## src/rtl/mult_share_arbiter_if.sv

```systemverilog
// Request/response bundle for the shared multiplier arbiter.
// Operand fields and rsp_data are MSB-first: the lowest bit index of each field is its MSB.
interface mult_share_arbiter_if #(
  parameter int unsigned NUM_REQ = 4,
  parameter int unsigned WIDTH   = 4
);
  localparam int unsigned ID_W = (NUM_REQ > 1) ? $clog2(NUM_REQ) : 1;

  logic [NUM_REQ-1:0]       req_valid;
  logic [NUM_REQ-1:0]       req_ready;
  logic [NUM_REQ*WIDTH-1:0] req_a;
  logic [NUM_REQ*WIDTH-1:0] req_b;
  logic                     rsp_valid;
  logic                     rsp_ready;
  logic [WIDTH-1:0]         rsp_data;
  logic                     rsp_ovf;
  logic [ID_W-1:0]          rsp_id;
  logic                     busy;

  // Requesters and the response consumer
  modport master (
    output req_valid, req_a, req_b, rsp_ready,
    input  req_ready, rsp_valid, rsp_data, rsp_ovf, rsp_id, busy
  );

  // The arbiter itself
  modport slave (
    input  req_valid, req_a, req_b, rsp_ready,
    output req_ready, rsp_valid, rsp_data, rsp_ovf, rsp_id, busy
  );
endinterface

```

## src/rtl/mult_share_arbiter.sv

```systemverilog
// Round-robin arbiter sharing one WIDTH x WIDTH unsigned multiplier between
// NUM_REQ requesters, one operation in flight, tagged response channel.
module mult_share_arbiter #(
  parameter int unsigned NUM_REQ = 4,
  parameter int unsigned WIDTH   = 4,
  parameter int unsigned LATENCY = 1
) (
  input  logic                 clk,
  input  logic                 rst_n,
  mult_share_arbiter_if.slave  bus
);
  localparam int unsigned ID_W   = (NUM_REQ > 1) ? $clog2(NUM_REQ) : 1;
  localparam int unsigned CNT_W  = (LATENCY > 1) ? $clog2(LATENCY) : 1;
  localparam int unsigned PROD_W = 2 * WIDTH;

  typedef enum logic [1:0] {
    ST_IDLE = 2'd0,
    ST_BUSY = 2'd1,
    ST_RESP = 2'd2
  } state_t;

  state_t             state_q;
  logic [ID_W-1:0]    rr_q;
  logic [ID_W-1:0]    id_q;
  logic [WIDTH-1:0]   a_q;
  logic [WIDTH-1:0]   b_q;
  logic [CNT_W-1:0]   cnt_q;
  logic [WIDTH-1:0]   rsp_data_q;
  logic               rsp_ovf_q;
  logic [ID_W-1:0]    rsp_id_q;

  logic [NUM_REQ-1:0] rot_c;
  logic               gnt_vld_c;
  logic [ID_W-1:0]    gnt_id_c;
  logic [NUM_REQ-1:0] gnt_c;
  logic [WIDTH-1:0]   a_fld_c [NUM_REQ];
  logic [WIDTH-1:0]   b_fld_c [NUM_REQ];
  logic [PROD_W-1:0]  prod_c;

  // Converts between MSB-at-index-0 bus fields and ordinary numeric vectors
  function automatic logic [WIDTH-1:0] bitrev(input logic [WIDTH-1:0] x);
    logic [WIDTH-1:0] r;
    r = '0;
    for (int unsigned k = 0; k < WIDTH; k++) begin
      r[k] = x[WIDTH-1-k];
    end
    return r;
  endfunction

  // Unpack per-requester operands into numeric form
  always_comb begin
    for (int unsigned i = 0; i < NUM_REQ; i++) begin
      a_fld_c[i] = bitrev(bus.req_a[i*WIDTH +: WIDTH]);
      b_fld_c[i] = bitrev(bus.req_b[i*WIDTH +: WIDTH]);
    end
  end

  // Round-robin pick: first valid at or after rr_q, wrapping
  always_comb begin
    rot_c     = NUM_REQ'({bus.req_valid, bus.req_valid} >> rr_q);
    gnt_vld_c = 1'b0;
    gnt_id_c  = '0;
    for (int unsigned k = 0; k < NUM_REQ; k++) begin
      if (!gnt_vld_c && rot_c[k]) begin
        gnt_vld_c = 1'b1;
        gnt_id_c  = ID_W'((32'(rr_q) + k) % NUM_REQ);
      end
    end
    gnt_c = gnt_vld_c ? (NUM_REQ'(1) << gnt_id_c) : '0;
  end

  // Full-width product; truncation only happens when the result is registered
  assign prod_c = PROD_W'(a_q) * PROD_W'(b_q);

  // Grant is only offered while idle and out of reset
  assign bus.req_ready = (rst_n && state_q == ST_IDLE) ? gnt_c : '0;
  assign bus.rsp_valid = (state_q == ST_RESP);
  assign bus.busy      = (state_q != ST_IDLE);
  assign bus.rsp_data  = rsp_data_q;
  assign bus.rsp_ovf   = rsp_ovf_q;
  assign bus.rsp_id    = rsp_id_q;

  // Control FSM with operand capture and result register
  always_ff @(posedge clk or negedge rst_n) begin
    if (!rst_n) begin
      state_q    <= ST_IDLE;
      rr_q       <= '0;
      id_q       <= '0;
      a_q        <= '0;
      b_q        <= '0;
      cnt_q      <= '0;
      rsp_data_q <= '0;
      rsp_ovf_q  <= 1'b0;
      rsp_id_q   <= '0;
    end else begin
      case (state_q)
        ST_IDLE: begin
          if (gnt_vld_c) begin
            a_q     <= a_fld_c[gnt_id_c];
            b_q     <= b_fld_c[gnt_id_c];
            id_q    <= gnt_id_c;
            rr_q    <= ID_W'((32'(gnt_id_c) + 32'd1) % NUM_REQ);
            cnt_q   <= CNT_W'(LATENCY - 1);
            state_q <= ST_BUSY;
          end
        end
        ST_BUSY: begin
          if (cnt_q == '0) begin
            rsp_data_q <= bitrev(prod_c[WIDTH-1:0]);
            rsp_ovf_q  <= |prod_c[PROD_W-1:WIDTH];
            rsp_id_q   <= id_q;
            state_q    <= ST_RESP;
          end else begin
            cnt_q <= cnt_q - CNT_W'(1);
          end
        end
        ST_RESP: begin
          if (bus.rsp_ready) begin
            state_q <= ST_IDLE;
          end
        end
        default: state_q <= ST_IDLE;
      endcase
    end
  end
endmodule

```

## src/flat_wrapper.sv

```systemverilog
// flat-port wrapper written by rule: the top's interface ports become plain ports
module mult_share_arbiter_flat 
#(
  parameter int unsigned NUM_REQ = 4,
  parameter int unsigned WIDTH   = 4,
  parameter int unsigned LATENCY = 1
)
  (clk, rst_n, bus_req_valid, bus_req_a, bus_req_b, bus_rsp_ready, bus_req_ready, bus_rsp_valid, bus_rsp_data, bus_rsp_ovf, bus_rsp_id, bus_busy);
  mult_share_arbiter_if #(.NUM_REQ(NUM_REQ), .WIDTH(WIDTH)) bus_i ();
  input  logic clk;
  input  logic rst_n;
  input wire logic [$bits(bus_i.req_valid)-1:0] bus_req_valid;
  input wire logic [$bits(bus_i.req_a)-1:0] bus_req_a;
  input wire logic [$bits(bus_i.req_b)-1:0] bus_req_b;
  input wire logic [$bits(bus_i.rsp_ready)-1:0] bus_rsp_ready;
  output wire logic [$bits(bus_i.req_ready)-1:0] bus_req_ready;
  output wire logic [$bits(bus_i.rsp_valid)-1:0] bus_rsp_valid;
  output wire logic [$bits(bus_i.rsp_data)-1:0] bus_rsp_data;
  output wire logic [$bits(bus_i.rsp_ovf)-1:0] bus_rsp_ovf;
  output wire logic [$bits(bus_i.rsp_id)-1:0] bus_rsp_id;
  output wire logic [$bits(bus_i.busy)-1:0] bus_busy;
  assign bus_i.req_valid = bus_req_valid;
  assign bus_i.req_a = bus_req_a;
  assign bus_i.req_b = bus_req_b;
  assign bus_i.rsp_ready = bus_rsp_ready;
  assign bus_req_ready = bus_i.req_ready;
  assign bus_rsp_valid = bus_i.rsp_valid;
  assign bus_rsp_data = bus_i.rsp_data;
  assign bus_rsp_ovf = bus_i.rsp_ovf;
  assign bus_rsp_id = bus_i.rsp_id;
  assign bus_busy = bus_i.busy;
  mult_share_arbiter #(.NUM_REQ(NUM_REQ), .WIDTH(WIDTH), .LATENCY(LATENCY)) u_core (.clk(clk), .rst_n(rst_n), .bus(bus_i));
endmodule
```

## config.mk

```make
export PLATFORM = sky130hd
export DESIGN_NAME = mult_share_arbiter_flat
export DESIGN_NICKNAME = d
export VERILOG_FILES = /design/src/rtl/mult_share_arbiter_if.sv /design/src/rtl/mult_share_arbiter.sv /design/src/flat_wrapper.sv
export SDC_FILE = /design/constraint.sdc
export NUM_CORES = 1
export LEC_CHECK = 0
export CORE_MARGIN = 4
export CORE_UTILIZATION = 41
export DETAILED_ROUTE_END_ITERATION = 10
export PLACE_DENSITY = 0.76
export RECOVER_POWER = 100
export SLEW_MARGIN = 40
export SYNTH_ARGS = -nofsm -noshare
export SYNTH_HDL_FRONTEND = slang
export SYNTH_SLANG_ARGS = --single-unit
```

## constraint.sdc

```tcl
create_clock -name clk -period 2.9 [get_ports clk]
set_clock_uncertainty 0.15 [all_clocks]
set_input_delay 0.435 -clock clk [delete_from_list [all_inputs] [get_ports clk]]
set_output_delay 0.435 -clock clk [all_outputs]
set_load 0.01 [all_outputs]
```

Word level (Yosys, flattened, before mapping)
Index checks and enable logic that the tools add are counted.

Output and inout bits: 13. Logic and storage cells: 63. Bits of input ports: 39. Register bits: 22.

Add/subtract/negate cells: 5. Bitwise logic cells: 2. Multipliers: 1. Mux-type cells: 23. Reduce and logical (&&, ||, !) cells: 15. Shifts and indexed selects: 2. Equal/unequal tests: 5. Order comparisons: 1.

Operators with widths (count): 4-bit two-way mux (6); 4-bit binary-select mux with 2-bit select (2); 2-bit two-way mux (7); 4-bit by 4-bit multiplier with 8-bit output (1); 8-bit by 2-bit right shift with 4-bit output (1); 1-bit two-way mux (6); 2-bit one-hot mux with 3 select lines (1); 2-bit AND reduction (3); 2-bit by 1-bit adder with 2-bit output, second input constant (2); 2-bit adder, second input constant (2); 1-bit logical AND (4); 2-bit inequality test, second input constant (2); 2-bit nonzero test (2); 4-bit OR reduction (1); 1-bit by 2-bit << shifter with 4-bit output, first input constant (1); 3-bit >= comparator, second input constant (1); 1-bit zero test (3); 2-bit inverter with 3-bit output (1); 3-bit AND reduction (1); 2-bit by 1-bit == test with 1-bit output, second input constant (1); 2-bit == test, second input constant (1); 2-bit zero test (1); 2-bit by 1-bit inequality test with 1-bit output, second input constant (1); 1-bit one-hot mux with 2 select lines (1); other kinds (2) (2).

Longest topological paths before layout
Depth after elaboration: 15. Gate-level depth with buffers: 11.

Worst setup path after synthesis
Ideal clock, no wire load.

Path kind: flip-flop to flip-flop. Start: register u_core.b_q[3]. End: register u_core.rsp_ovf_q, in the netlist u_core.bus.rsp_ovf. Data arrival time: 2662 ps. Stages on the path, launching flop included: 11. Path slack: -56 ps. Cell sequence: dfrtp_1 nand2_1 fa_1 fa_1 inv_1 ha_1 a211oi_1 nor2_1 xor2_1 nor4_1 a32oi_1.

Longest elaborated chain between the ends: 2.

Ends and longest elaborated chain: start, declared (RTL line mult_share_arbiter.sv:26) `logic [WIDTH-1:0] b_q;`; start signal, assigned (RTL line mult_share_arbiter.sv:100) `b_q <= b_fld_c[gnt_id_c];`; 4-bit by 4-bit multiplier with 8-bit output (RTL line mult_share_arbiter.sv:73) `assign prod_c = PROD_W'(a_q) * PROD_W'(b_q);`; 4-bit OR reduction (RTL line mult_share_arbiter.sv:110) `rsp_ovf_q <= |prod_c[PROD_W-1:WIDTH];`; end signal, assigned (RTL line mult_share_arbiter.sv:110); end, declared (RTL line mult_share_arbiter.sv:29) `logic rsp_ovf_q;`.

No other way between the ends. A chain may end at the register's enable or synchronous reset.

Worst setup path in the final report
Start: input port bus_req_valid[1]. End: output port bus_req_ready[3].

Longest elaborated chain between the ends: 14.

Ends and longest elaborated chain: start, declared (RTL line flat_wrapper.sv:12) `input wire logic [$bits(bus_i.req_valid)-1:0] bus_req_valid;`; 8-bit by 2-bit right shift with 4-bit output * (RTL line mult_share_arbiter.sv:60) `rot_c = NUM_REQ'({bus.req_valid, bus.req_valid} >> rr_q);`; 1-bit two-way mux (RTL line mult_share_arbiter.sv:64) `if (!gnt_vld_c && rot_c[k]) begin`; 1-bit zero test (RTL line mult_share_arbiter.sv:64); 1-bit logical AND (RTL line mult_share_arbiter.sv:64); 1-bit two-way mux (RTL line mult_share_arbiter.sv:64); 1-bit zero test (RTL line mult_share_arbiter.sv:64); 1-bit logical AND (RTL line mult_share_arbiter.sv:64); 1-bit two-way mux (RTL line mult_share_arbiter.sv:64); 1-bit zero test (RTL line mult_share_arbiter.sv:64); 1-bit logical AND (RTL line mult_share_arbiter.sv:64); 2-bit two-way mux * (RTL line mult_share_arbiter.sv:64); named net u_core.gnt_id_c[1] (RTL line mult_share_arbiter.sv:34) `logic [ID_W-1:0] gnt_id_c;`; 1-bit by 2-bit << shifter with 4-bit output * (RTL line mult_share_arbiter.sv:69) `gnt_c = gnt_vld_c ? (NUM_REQ'(1) << gnt_id_c) : '0;`; 4-bit two-way mux * (RTL line mult_share_arbiter.sv:69); 4-bit two-way mux * (RTL line mult_share_arbiter.sv:76) `assign bus.req_ready = (rst_n && state_q == ST_IDLE) ? gnt_c : '0;`; end, declared (RTL line flat_wrapper.sv:16) `output wire logic [$bits(bus_i.req_ready)-1:0] bus_req_ready;`.

Mark *: on every way through the listed nets, which the timed path passes. The rest lies on a longest branch.

==> impl_metrics.json <==
{
  "avgRoutedWirePerCell_um": 11.9,
  "yosysTopAreaCell": "dfrtp_1",
  "n_antenna_cell": 0,
  "antenna_found_initial": 0,
  "leakagePower_uw": 0.00117,
  "post-route-util": 0.628,
  "worst_setup_path_start_kind": "input pin",
  "clk-insertion-delay-late_ns": 0.26,
  "maxCapViolations": 0,
  "gr-total-overflow": 0,
  "h-tree-depth": 1,
  "synthesis.nets": 223,
  "pwr-share-comb": 0.653,
  "p_switching_uw": 838,
  "drtIter0Drc": 40,
  "rsz0062_at_grt": "true",
  "ys_ff_latch": 21,
  "synthFlopType": "dfrtp_1",
  "fp.dieArea_um2": 4900,
  "crit_start": "bus_req_valid[1]",
  "rrSetupSlack_ns": 0.10,
  "die_y_um": 70.0,
  "cp-end-kind": "primary output",
  "synth-edff-count": 0,
  "hold_buffers": 0,
  "period_needed_ns": 2.82,
  "critPathKind": "input pin to primary output",
  "regArea_um2": 526,
  "start_util": 0.428,
  "slew_headroom": 0.285,
  "synth_cell_types": 33,
  "ioPinCount": 52,
  "vias": 1372,
  "first_pass_iters": 4,
  "clockRootBuffer": "clkbuf_8",
  "finalCritPeriodShare": 0.972,
  "design.core.area_um2": 3690,
  "die_x_um": 70.0,
  "area_growth_pct": 46.7,
  "hpwlAfterDp_mm": 2.71,
  "cp.required_ns": 2.32,
  "synth-async-reset-ratio": 1.00,
  "synth.avg_cell_area_um2": 9.62,
  "synth_area_leaders": "dfrtp_1 (33%), ha_1 (13%), mux2i_1 (11%)",
  "syn-cell-area_um2": 1580,
  "synthCells": 164,
  "p_per_area_nw_per_um2": 897,
  "crit_arrival_ns": 2.23,
  "grt_pass1_vias": 1369,
  "yosys_warnings": 0,
  "viasPerCell": 4.94,
  "grt_pass1_wl_mm": 5.62,
  "slew_viol_final": 0,
  "reg2reg_from": "u_core.a_q[2]",
  "crit_end": "bus_req_ready[3]",
  "ant_nets": 0,
  "final.fill_count": 341,
  "fp-row-count": 22,
  "drc": 0,
  "drive_gt1_frac": 0.126,
  "cts.reportedPaths.clkPinSlew_ns": 0.07,
  "seq_power_share": 0.254,
  "place_congestion": 0.828,
  "synth_top_area_frac": 0.333,
  "hold_viol_final": 0,
  "cts.path.max_buffers": 2,
  "final_area_um2": 2310,
  "portBuffers": 51,
  "numClockSinks": 21,
  "placed_area_um2": 2210,
  "cts_buffers": 3,
  "multi_input_area_um2": 1000,
  "cts_tree": "built",
  "layout.nets": 290,
  "reg2reg_depth": 10,
  "run_status": "finished, final reports clean",
  "sw_frac_of_total": 0.404,
  "max-vdd-ir-drop_v": 0.000555,
  "clock.fmax_mhz": 355,
  "drt_wl_total_mm": 3.31,
  "hp-class": "flop to flop",
  "grt_max_degree": 22,
  "rr_endpoint": "u_core.bus.rsp_ovf",
  "clkPwrFrac": 0.093,
  "setup_viol": 0,
  "tightest_slew_ns": 1.07,
  "seq_area_frac_synth": 0.333,
  "p_int_uw": 1240,
  "crit_fanout": 4,
  "track_usage": 0.140,
  "setup-tns-final_ns": 0
}
## timing repair
item,in CTS,in global routing
pin swaps,2,9
cloned,0,0
setup endpoints to repair,4,2
buffers inserted,1,1
gates resized for setup,3,11
## power by group through the flow
stage / combinational [µW] / clock (µW) / sequential [µW]
2_1_floorplan: 793 / 0 / 548
3_3_place_gp: 1250 / 0 / 528
3_5_place_dp: 1270 / 0 / 534
4_1_cts: 1280 / 201 / 528
5_1_grt: 1530 / 213 / 554
6_report: 1360 / 193 / 528
## worst max-delay path: stages
cell and delay [ns]:
clkdlybuf4s50_1 0.49, nand2b_4 0.13, a21oi_1 0.04, o32a_1 0.39, buf_4 0.15, ha_1 0.17, and3_1 0.16, dlygate4sd2_1 0.28
## cells in the mapped netlist (all sizes together), types with 2 or more instances
cell / number
o221ai: 8
a21oi: 6
inv: 15
clkinv: 2
nand2: 25
a21o: 2
and3: 4
mux2i: 17
clkbuf: 2
nor2: 6
fa: 4
buf: 2
ha: 16
mux2: 4
dfrtp: 21
nand2b: 4
o21ai: 5
xor2: 2
and2: 8
## cells by family (layout without fill, tap and decap cells)
family                     count (synthesis)  count (layout)  synth area share
and+or+nand+nor                           51              51             0.154
AOI/OAI and AO/OA                         27              27             0.121
muxes                                     21              21             0.136
DFF                                       21              21             0.333
buffers and inverters                     21              87            0.0619
adders and majority gates                 20              20             0.178
xor gates and xnor gates                   3               3            0.0167
## sequential cells by signal, summed over array words and instances, names as in the netlist
register and cells:
u_core.state_q 2, u_core.a_q 4, u_core.b_q 4, u_core.bus.rsp_data 4, u_core.id_q 2, u_core.rr_q 2, u_core.bus.rsp_ovf 1, u_core.bus.rsp_id 2
## worst min-delay path by stage
stage	startpoint	to	slack (ns)	cells past startpoint
5_1_grt	u_core.id_q[1]	u_core.id_q[1]	0.36	2
6_report	u_core.id_q[1]	u_core.id_q[1]	0.33	2
3_5_place_dp	u_core.id_q[1]	u_core.id_q[1]	0.32	2
3_3_place_gp	u_core.id_q[1]	u_core.id_q[1]	0.31	2
2_1_floorplan	rst_n	u_core.a_q[0]	-0.01	0
4_1_cts	u_core.id_q[1]	u_core.id_q[1]	0.33	2
## per-layer routing
| metal | part of all wire | vias up | track usage |
|---|---|---|---|
| li1 | - | 699 | - |
| met1 | 0.48 | 620 | 0.183 |
| met2 | 0.44 | 48 | 0.217 |
| met3 | 0.064 | 5 | 0.0317 |
| met4 | 0.019 | 0 | 0.0702 |
| met5 | 0 | - | 0 |
## through the flow
step                instances  total power, µW  setup slack [ns]  hold WS (ns)
floorplan                 164             1340            0.0175       -0.0106
global placement          272             1770           -0.0321         0.310
detailed placement        272             1800           -0.0269         0.316
CTS                       277             2010            0.0373         0.334
global route              278             2290           -0.0214         0.362
finish                    278             2080            0.0805         0.327
## cell type report
| type | count | share of cell area |
|---|---|---|
| sequential | 21 | 0.227 |
| inverter | 17 | 0.0276 |
| clock buffer | 3 | 0.0178 |
| clock inverter | 1 | 0.00216 |
| timing repair buffer | 66 | 0.267 |
| multi-input combinational | 122 | 0.432 |
| tap | 48 | 0.0259 |
## placed cells by master (no fill, tap or decap), types with 2 or more instances in the layout
cell / count
a21o_1: 2
a21oi_1: 5
and2_1: 8
and3_1: 4
buf_4: 14
clkbuf_8: 3
clkdlybuf4s50_1: 46
clkinv_1: 2
dfrtp_1: 21
dlygate4sd2_1: 3
fa_1: 3
ha_1: 14
inv_1: 13
inv_2: 2
mux2_1: 4
mux2i_1: 17
nand2_1: 24
nand2b_1: 3
nor2_1: 5
o21ai_0: 4
o221ai_1: 8
xor2_1: 2
(Power assumes the default switching activity.)
==> variant: new RTL, config.mk and constraints unchanged <==
Make the reset (`rst_n`) synchronous in one clocked block.
--- a/src/rtl/mult_share_arbiter.sv
+++ b/src/rtl/mult_share_arbiter.sv
@@ -81,7 +81,7 @@
   assign bus.rsp_id    = rsp_id_q;
 
   // Control FSM with operand capture and result register
-  always_ff @(posedge clk or negedge rst_n) begin
+  always_ff @(posedge clk) begin
     if (!rst_n) begin
       state_q    <= ST_IDLE;
       rr_q       <= '0;
Behaviour: differs if rst_n is asserted again (counterexample within 4 cycles, from zero or initial values and one cycle with rst_n low); with rst_n held inactive, the same outputs for 4 cycles.
==> variant against the original RTL <==
  * Wire length grew 21%
  * Area after synthesis increased by 5.8%
  * Cell area grew 5.1%
  * Setup slack worse by 0.028 ns
  * Worst hold slack worse by 0.017 ns
  * Sequential cell count unchanged
Power is not compared: it rests on default switching activity, and its combinational part moved more than twofold at a synthesized area within 25%.
==> variant: results (changes against the original RTL) <==
detailed_routing:
  routed_via_density: 5.183  # +5.0%
  drtIter0Drc: 45  # +13%
  wl_um: 4024  # +21%
placement:
  place_ws_ns: -0.1107  # -0.08377 ns
  postPlaceCellArea_sq_mm: 0.002340  # +5.8%
  gp_congestion: 0.7775  # -6.1%
  dp_hpwl_um: 3228  # +19%
  placed_cells: 309  # +14%
synth:
  synth_area_leaders: "dfxtp_1 (25%), ha_1 (12%), mux2i_1 (8.4%)"
  syn_inst: 198  # +21%
  synthDistinctLibCells: 40  # +21%
  yosys-top-cells-count: "nand2_1 (26), dfxtp_1 (21), ha_1 (16), inv_1 (16), mux2i_1 (14)"
  ys_async_sr_fraction_pct: 0  # -100 points
  syn_nets: 257  # +15%
  synth_top_area_share_pct: 25.19  # -8.1 points
  synth_fa_ha_area_share_pct: 16.79  # -0.97 points
  synth-xor-area-share_pct: 0.5247  # -1.1 points
  synth-compound-area-share_pct: 19.87  # +7.8 points
  seq_area_frac_synth_pct: 25.19  # -8.1 points
  synthMuxAreaShare_pct: 8.396  # -5.2 points
status:
  outcome: "finished, final reports clean"
critical_path:
  crit_path_max_incr_delay_ns: 0.54  # +0.05 ns
  critPathSlowestCell: "dlygate4sd3_1"
  critPathMaxFanout: 3  # -1
clock_tree:
  htree_levels: 1  # unchanged
  clk_latency_ns: 0.26  # about the same
cells_and_area:
  antenna_cells: 0  # unchanged
  nets: 329  # +13%
  stdcell_count: 317  # +14%
  drive_gt1_share_pct: 14.13  # +1.5 points
global_route:
  grt_pass1_wl_um: 6851  # +22%
  grt_usage_pct: 16.02  # +2.0 points
  grt_pass1_vias: 1621  # +18%
  grt_max_degree: 21  # -4.5%
power:
  total_power_mw: 0.9495
  comb_power_share_pct: 42.1
timing:
  worst_pin_slew_ns: 0.4665  # -0.6054 ns
-- variant: cell count changes after synthesis, sizes merged, moves of 5 or more --
cell and delta:
a21boi +7, dfxtp +21, o21ai +5, dfrtp -21
nand3 +10
-- variant: path summary, 6_finish.rpt --
| path | from | end | slack, ns |
|---|---|---|---|
| max reg2reg | u_core.b_q[2] | u_core.bus.rsp_ovf | 0.11 |
| min | u_core.bus.rsp_data[2] | u_core.bus.rsp_data[2] | 0.31 |
| max | bus_req_valid[3] | bus_req_ready[1] | 0.05 |
| min reg2reg | u_core.bus.rsp_data[2] | u_core.bus.rsp_data[2] | 0.31 |
-- variant: kinds of logic after synthesis --
group	count (synthesis)
AND/OR/NAND/NOR	74
AO/OA/AOI/OAI	47
buffers and inverters	21
flip-flops	21
adder cells (fa/ha/maj)	20
multiplexers	14
XOR/XNOR	1
-- variant: layout make-up --
| type | instances | area (sq um) |
|---|---|---|
| fill | 340 | 1366 |
| multi-input combinational | 156 | 1180 |
| timing repair buffer | 72 | 664.4 |
| sequential | 21 | 421.7 |
| inverter | 16 | 60.06 |
| tap | 48 | 60.06 |
| clock buffer | 3 | 41.29 |
| clock inverter | 1 | 5.005 |
-- variant: tightest hold or removal path: stages, from the launching register on --
cell and delay (ns):
dfxtp_1 0.31, nand2_1 0.04, a21boi_0 0.06
-- variant: what timing repair did --
item | 4_1_cts | 5_1_grt
endpoints found under the hold margin | 0 | 0
setup endpoints to repair | 5 | 3
resized for setup | 7 | 10
setup buffers | 2 | 2
pin swaps | 2 | 5
-- variant: metal layers --
metal,global-route usage (%),up-vias,wire (um)
met4,2.505,0,23
met2,28.78,52,1964
met5,0,-,0
li1,-,852,-
met3,4.208,4,244
met1,19.37,735,1792
